<file path="config.mk">
export PLATFORM = sky130hd
export DESIGN_NAME = sequential_unsigned_divider
export DESIGN_NICKNAME = d
export VERILOG_FILES = /design/src/rtl/divider_pkg.sv /design/src/rtl/div_step.sv /design/src/rtl/sequential_unsigned_divider.sv
export SDC_FILE = /design/constraint.sdc
export NUM_CORES = 1
export LEC_CHECK = 0
export ABC_AREA = 1
export BUFFER_PORTS_ARGS = -buffer_cell sky130_fd_sc_hd__clkbuf_2
export CAP_MARGIN = 40
export CORE_MARGIN = 2
export CORE_UTILIZATION = 55
export CTS_CLUSTER_DIAMETER = 30
export CTS_CLUSTER_SIZE = 40
export DETAILED_ROUTE_END_ITERATION = 10
export PLACE_DENSITY = 0.76
export SLEW_MARGIN = 20
export SYNTH_ARGS = -nofsm -noshare
export SYNTH_HDL_FRONTEND = slang
export SYNTH_SLANG_ARGS = --single-unit
</file>
<file path="constraint.sdc">
create_clock -name clk -period 2.3 [get_ports clk]
set_input_delay 0.46 -clock clk [delete_from_list [all_inputs] [get_ports clk]]
set_output_delay 0.46 -clock clk [all_outputs]
set_load 0.005 [all_outputs]
</file>
<file path="src/rtl/divider_pkg.sv">
// -----------------------------------------------------------------------------
// divider_pkg
//   Shared definitions for the sequential unsigned divider.
//   - state_e            : FSM state encoding (IDLE / CALC / DONE)
//   - DEF_DIVIDEND_W     : default dividend / quotient width
//   - DEF_DIVISOR_W      : default divisor / remainder width
//   - cnt_width()        : width of the step counter, clog2(DIVIDEND_W+1)
// -----------------------------------------------------------------------------
package divider_pkg;

    localparam int DEF_DIVIDEND_W = 16;
    localparam int DEF_DIVISOR_W  = 8;

    typedef enum logic [1:0] {
        IDLE = 2'd0,
        CALC = 2'd1,
        DONE = 2'd2
    } state_e;

    // The counter must be able to hold the value DIVIDEND_W.
    function automatic int cnt_width(input int dividend_w);
        return $clog2(dividend_w + 1);
    endfunction

endpackage

</file>
<file path="src/rtl/div_step.sv">
// -----------------------------------------------------------------------------
// div_step
//   One combinational restoring shift-subtract step.
//   The partial remainder is shifted left and the next dividend bit is appended.
//   If the result is >= divisor, the divisor is subtracted and the quotient bit
//   is 1; otherwise the shifted value is kept and the quotient bit is 0.
//
// Ports
//   pr       in   DIVISOR_W+1  current partial remainder
//   din      in   1            next dividend bit (MSB-first)
//   divisor  in   DIVISOR_W    divisor
//   pr_next  out  DIVISOR_W+1  partial remainder after this step
//   q_bit    out  1            quotient bit produced by this step
// -----------------------------------------------------------------------------
module div_step #(
    parameter int DIVISOR_W = 8
) (
    input  logic [DIVISOR_W:0]   pr,
    input  logic                 din,
    input  logic [DIVISOR_W-1:0] divisor,
    output logic [DIVISOR_W:0]   pr_next,
    output logic                 q_bit
);

    // The full shifted value keeps the top bit of pr so the comparison is exact
    // even when pr has grown past DIVISOR_W bits (only possible with divisor 0,
    // where the top bit is dropped on truncation exactly as a plain shift would).
    logic [DIVISOR_W+1:0] shifted;
    logic [DIVISOR_W:0]   diff;
    logic                 ge;

    always_comb begin
        shifted = {pr, din};
        ge      = (shifted >= {2'b00, divisor});
        diff    = shifted[DIVISOR_W:0] - {1'b0, divisor};
        pr_next = ge ? diff : shifted[DIVISOR_W:0];
        q_bit   = ge;
    end

endmodule

</file>
<file path="src/rtl/sequential_unsigned_divider.sv">
// -----------------------------------------------------------------------------
// sequential_unsigned_divider
//   Multi-cycle restoring unsigned divider producing one quotient bit per clock.
//   quotient = floor(dividend / divisor), remainder = dividend mod divisor.
//
// Handshake (start / busy / done):
//   start is sampled only while the FSM is in IDLE or DONE; on that edge the
//   operands are latched and busy rises for the next DIVIDEND_W cycles. start
//   while busy is ignored. done is a registered one-cycle pulse in the DONE
//   cycle, from which quotient/remainder are valid; they hold until the next
//   accepted start completes. start in the DONE cycle is accepted back-to-back.
//
// Optional feature (macro DIVIDER_ZERO_CHECK_EN):
//   defined   : divisor 0 finishes after a single CALC cycle, quotient all ones,
//               remainder = dividend[DIVISOR_W-1:0], dbz = 1 until next start.
//   undefined : no dbz port; divisor 0 runs the full algorithm, which yields the
//               same quotient/remainder naturally.
//
// Ports
//   clk        in   1            system clock, rising edge
//   rst_n      in   1            asynchronous active-low reset
//   start      in   1            request a division
//   dividend   in   DIVIDEND_W   unsigned dividend
//   divisor    in   DIVISOR_W    unsigned divisor
//   busy       out  1            division in progress
//   done       out  1            one-cycle completion pulse
//   quotient   out  DIVIDEND_W   result quotient
//   remainder  out  DIVISOR_W    result remainder
//   dbz        out  1            divide-by-zero flag (macro only)
//   dbg_state  out  state_e      current FSM state, for observation
// -----------------------------------------------------------------------------
module sequential_unsigned_divider
    import divider_pkg::*;
#(
    parameter int DIVIDEND_W = DEF_DIVIDEND_W,
    parameter int DIVISOR_W  = DEF_DIVISOR_W
) (
    input  logic                  clk,
    input  logic                  rst_n,
    input  logic                  start,
    input  logic [DIVIDEND_W-1:0] dividend,
    input  logic [DIVISOR_W-1:0]  divisor,
    output logic                  busy,
    output logic                  done,
    output logic [DIVIDEND_W-1:0] quotient,
    output logic [DIVISOR_W-1:0]  remainder,
`ifdef DIVIDER_ZERO_CHECK_EN
    output logic                  dbz,
`endif
    output state_e                dbg_state
);

    localparam int CNT_W = cnt_width(DIVIDEND_W);
    localparam logic [CNT_W-1:0] LAST_STEP = CNT_W'(DIVIDEND_W - 1);

    state_e                state;
    logic [CNT_W-1:0]      cnt;
    logic [DIVIDEND_W-1:0] dvd_sr;   // dividend, shifted left; MSB feeds the step
    logic [DIVISOR_W-1:0]  dvs;      // latched divisor
    logic [DIVISOR_W:0]    pr;       // partial remainder
    logic [DIVIDEND_W-1:0] q_sr;     // quotient under construction, fills MSB-first

    logic [DIVISOR_W:0]    pr_next;
    logic                  q_bit;

    div_step #(
        .DIVISOR_W (DIVISOR_W)
    ) u_step (
        .pr      (pr),
        .din     (dvd_sr[DIVIDEND_W-1]),
        .divisor (dvs),
        .pr_next (pr_next),
        .q_bit   (q_bit)
    );

    assign dbg_state = state;

    always_ff @(posedge clk or negedge rst_n) begin
        if (!rst_n) begin
            state     <= IDLE;
            cnt       <= '0;
            dvd_sr    <= '0;
            dvs       <= '0;
            pr        <= '0;
            q_sr      <= '0;
            busy      <= 1'b0;
            done      <= 1'b0;
            quotient  <= '0;
            remainder <= '0;
`ifdef DIVIDER_ZERO_CHECK_EN
            dbz       <= 1'b0;
`endif
        end else begin
            // done is a pulse: it is only raised on the edge entering DONE.
            done <= 1'b0;

            case (state)
                IDLE, DONE: begin
                    if (start) begin
                        state  <= CALC;
                        busy   <= 1'b1;
                        dvd_sr <= dividend;
                        dvs    <= divisor;
                        pr     <= '0;
                        q_sr   <= '0;
                        cnt    <= '0;
`ifdef DIVIDER_ZERO_CHECK_EN
                        dbz    <= 1'b0;
`endif
                    end else begin
                        state <= IDLE;
                    end
                end

                CALC: begin
`ifdef DIVIDER_ZERO_CHECK_EN
                    // Divisor 0 is detected in the first CALC cycle and the
                    // fixed result is posted without running the steps.
                    if (dvs == '0) begin
                        state     <= DONE;
                        busy      <= 1'b0;
                        done      <= 1'b1;
                        quotient  <= '1;
                        remainder <= dvd_sr[DIVISOR_W-1:0];
                        dbz       <= 1'b1;
                    end else
`endif
                    begin
                        pr     <= pr_next;
                        q_sr   <= {q_sr[DIVIDEND_W-2:0], q_bit};
                        dvd_sr <= {dvd_sr[DIVIDEND_W-2:0], 1'b0};
                        cnt    <= cnt + 1'b1;
                        if (cnt == LAST_STEP) begin
                            // Results are taken straight from this final step so
                            // they appear in the same cycle as done.
                            state     <= DONE;
                            busy      <= 1'b0;
                            done      <= 1'b1;
                            quotient  <= {q_sr[DIVIDEND_W-2:0], q_bit};
                            remainder <= pr_next[DIVISOR_W-1:0];
                        end
                    end
                end

                default: begin
                    state <= IDLE;
                    busy  <= 1'b0;
                end
            endcase
        end
    end

endmodule

</file>
==> results.py <==
metrics = {
    "clock_network": {
        "cts-root-buf": "clkbuf_8",
        "clk_latency_ns": 0.35,
        "post-cts-setup-buffers": 0,
        "cts_resized": 0,
        "cts_tree": "built",
        "postCtsHoldBufs": 0,
        "cts.path.max_buffers": 2,
        "htree_levels": 3,
        "cts_num_sinks": 81,
        "numCtsBuffers": 9,
        "path_clk_slew_ns": 0.08,
    },
    "floorplan": {
        "io_pins": 55,
        "fp.coreArea_um2": 6680,
        "num_rows": 30,
        "start_util_pct": 56.0,
        "die_w_um": 86.5,
        "die_y_um": 86.5,
        "dieArea_um2": 7480,
    },
    "setup_path": {
        "cp_slowest_cell": "fa_1",
        "rr_worst_depth": 12,
        "critPathTopFamily": "simple AND/OR/NAND/NOR gates",
        "worstSetupPathType": "reg -> reg",
        "path_max_fanout": 10,
        "reg2reg_from": "dvd_sr[15]$_DFFE_PN0P_",
        "cp.arrival_ns": 2.24,
        "crit_chain": "inv_1 > ha_1 > inv_1 > fa_1 > nand2_1 > nand2_1 > nand3_2 > nand2_2 > nor2_8 > nand2_1 > nand3_1 > nand2_1",
        "cp-end-kind": "register",
        "rrSetupSlack_ns": 0.30,
        "cpMostUsedCell": "nand2_1",
        "cp_slowest_stage_delay_ns": 0.38,
        "worstReg2RegEnd": "remainder[1]$_DFFE_PN0P_",
        "path_buf_inv": 2,
        "cp-start-kind": "register",
        "crit_required_ns": 2.54,
    },
    "outcome": {
        "status": "finished clean",
    },
    "timing": {
        "holdWs_ns": 0.0985,
        "finClkSkew_ns": 0.00741,
        "relSlewSlack_pct": 62.4,
        "min_period_over_period_pct": 86.9,
        "setup_viol": 0,
        "rsz0062_at_grt": "no",
        "max_freq_ghz": 0.500,
        "tightest_slew_ns": 0.564,
        "period_minus_slack_ns": 2.00,
        "tns_ns": 0,
        "hold_viol": 0,
        "final_max_slew_viol_count": 0,
    },
    "synth": {
        "synth.area.top_cells": "dfrtp_1 (54%), nand2_1 (11%), inv_1 (6.2%), nand3_1 (4.8%), ha_1 (3.3%)",
        "ys_seq_area_share_pct": 54.2,
        "synth_nets": 459,
        "yosysTopAreaCell": "dfrtp_1",
        "synth_cells": 421,
        "syn-cell-area_um2": 3740,
        "ys_ff_latch": 81,
        "avgSynthCellArea_um2": 8.88,
        "synth_cell_types": 29,
        "synth.top_cell.area_share_pct": 54.2,
        "yosys_warnings": 0,
    },
    "power_and_ir_drop": {
        "peakVddDrop_mv": 0.758,
        "p_leak_nw": 2.30,
        "power_density_nw_per_um2": 1530,
    },
    "routing": {
        "viasPerCell": 5.15,
        "detail_route.wl_per_cell_um": 12.7,
        "via_count": 2897,
        "antenna_left": 0,
        "first_pass_iters": 4,
        "drc_errors": 0,
        "drt_iter0_drc": 89,
        "totalWireLength_um": 7140,
    },
    "global_route": {
        "grt_antenna_before_repair": 0,
        "grt-ovfl-total": 0,
        "grt_pass1_wl_um": 12500,
        "track_usage_pct": 21.0,
        "grt_pass1_vias": 2788,
        "grt_max_degree": 47,
    },
    "cells_and_area": {
        "drive_gt1_share_pct": 19.1,
        "nNetsFinal": 515,
        "area_growth_pct": 15.7,
        "stdcell_area_um2": 4330,
        "n_antenna_cell": 0,
    },
    "place": {
        "dp_hpwl_um": 5070,
        "place.gp.congestion": 0.845,
        "placed_area_um2": 4120,
        "io_buffers": 54,
    },
    "worst_hold_path": {
        "hold_class": "in -> async",
    },
    "flow_run": {
        "max-cap-violations": 0,
    },
}
[Yosys cell counts]
cell type / instances
nand3_1: 36
buf_2: 12
inv_4: 1
or2_1: 1
o221ai_1: 13
mux2_2: 1
clkbuf_1: 4
ha_1: 10
o22ai_1: 16
nor2_2: 1
xor2_1: 1
a21oi_1: 13
nand3b_1: 1
fa_1: 1
nor2_1: 17
o21ai_0: 4
inv_1: 62
dfrtp_1: 81
nand3_2: 2
o21ai_1: 17
nand2_2: 3
xnor2_1: 1
o211ai_1: 2
nor2_8: 3
nand4_1: 1
a21oi_4: 1
inv_2: 3
nand2_1: 112
a22o_1: 1
[cell type report]
cell class | count | area [um^2]
repair buffers | 61 | 350
clock buffers | 11 | 151
well taps | 80 | 100
fillers | 546 | 2350
flip-flops and latches | 81 | 2030
multi-input cells | 258 | 1390
inverters | 66 | 250
clock inverters | 5 | 61.3
[power breakdown]
group | total, mW | internal (mW) | switching [mW]
combinational | 3.15 | 1.21 | 1.94
clock | 1.09 | 0.569 | 0.521
sequential | 2.37 | 2.06 | 0.306
[worst max-delay path by stage]
stage	from	end	slack, ns	cells past startpoint
5_1_grt	dvd_sr[15]$_DFFE_PN0P_	remainder[1]$_DFFE_PN0P_	0.08	12
4_1_cts	dvd_sr[15]$_DFFE_PN0P_	remainder[0]$_DFFE_PN0P_	0.31	12
6_report	dvd_sr[15]$_DFFE_PN0P_	remainder[1]$_DFFE_PN0P_	0.30	12
3_5_place_dp	dvd_sr[15]$_DFFE_PN0P_	remainder[0]$_DFFE_PN0P_	0.32	12
3_3_place_gp	dvd_sr[15]$_DFFE_PN0P_	remainder[0]$_DFFE_PN0P_	0.39	12
2_1_floorplan	dvd_sr[15]$_DFFE_PN0P_	pr[0]$_DFFE_PN0P_	0.51	12
[metrics by stage]
| stage | util [%] | total power [mW] | instances | setup WS (ns) |
|---|---|---|---|---|
| global route | 64.8 | 7.26 | 562 | 0.0813 |
| floorplan | - | 4.71 | 421 | 0.508 |
| finish | 64.8 | 6.60 | 562 | 0.300 |
| global placement | 61.6 | 5.41 | 546 | 0.387 |
| CTS | 64.8 | 6.65 | 562 | 0.305 |
| detailed placement | 61.6 | 5.54 | 546 | 0.318 |
[registers in the layout (all words and copies together) (netlist names), 2 cells and up]
name / cells
dvd_sr: 16
quotient: 16
q_sr: 15
pr: 9
dvs: 8
remainder: 8
cnt: 5
dbg_state: 2
[logic make-up after synthesis]
family                   after synthesis  share of synthesized area [%]
adder cells (fa/ha/maj)               11                           3.88
buffers and inverters                 82                           8.70
multiplexers                           1                          0.301
AO/OA/AOI/OAI                         67                           11.3
AND/OR/NAND/NOR                      177                           21.1
XOR/XNOR                               2                          0.468
flip-flops                            81                           54.2
[per-layer routing]
| metal | vias up | share of wire (%) | GRT usage [%] |
|---|---|---|---|
| met5 | - | 0 | 0 |
| met4 | 0 | 1.6 | 7.67 |
| met3 | 9 | 3.5 | 3.24 |
| met2 | 57 | 46 | 32.4 |
| met1 | 1351 | 49 | 30.4 |
| li1 | 1480 | - | - |
[layout by cell type (no fill, tap or decap), types with 4 or more instances in the layout]
cell type / n
dfrtp_1: 81
o21ai_1: 17
inv_1: 62
nor2_1: 17
nand3_1: 36
o22ai_1: 16
nand2_1: 112
clkbuf_2: 53
buf_4: 6
clkbuf_8: 11
o221ai_1: 13
a21oi_1: 13
ha_1: 10
o21ai_0: 4
(Power assumes the default switching activity.)
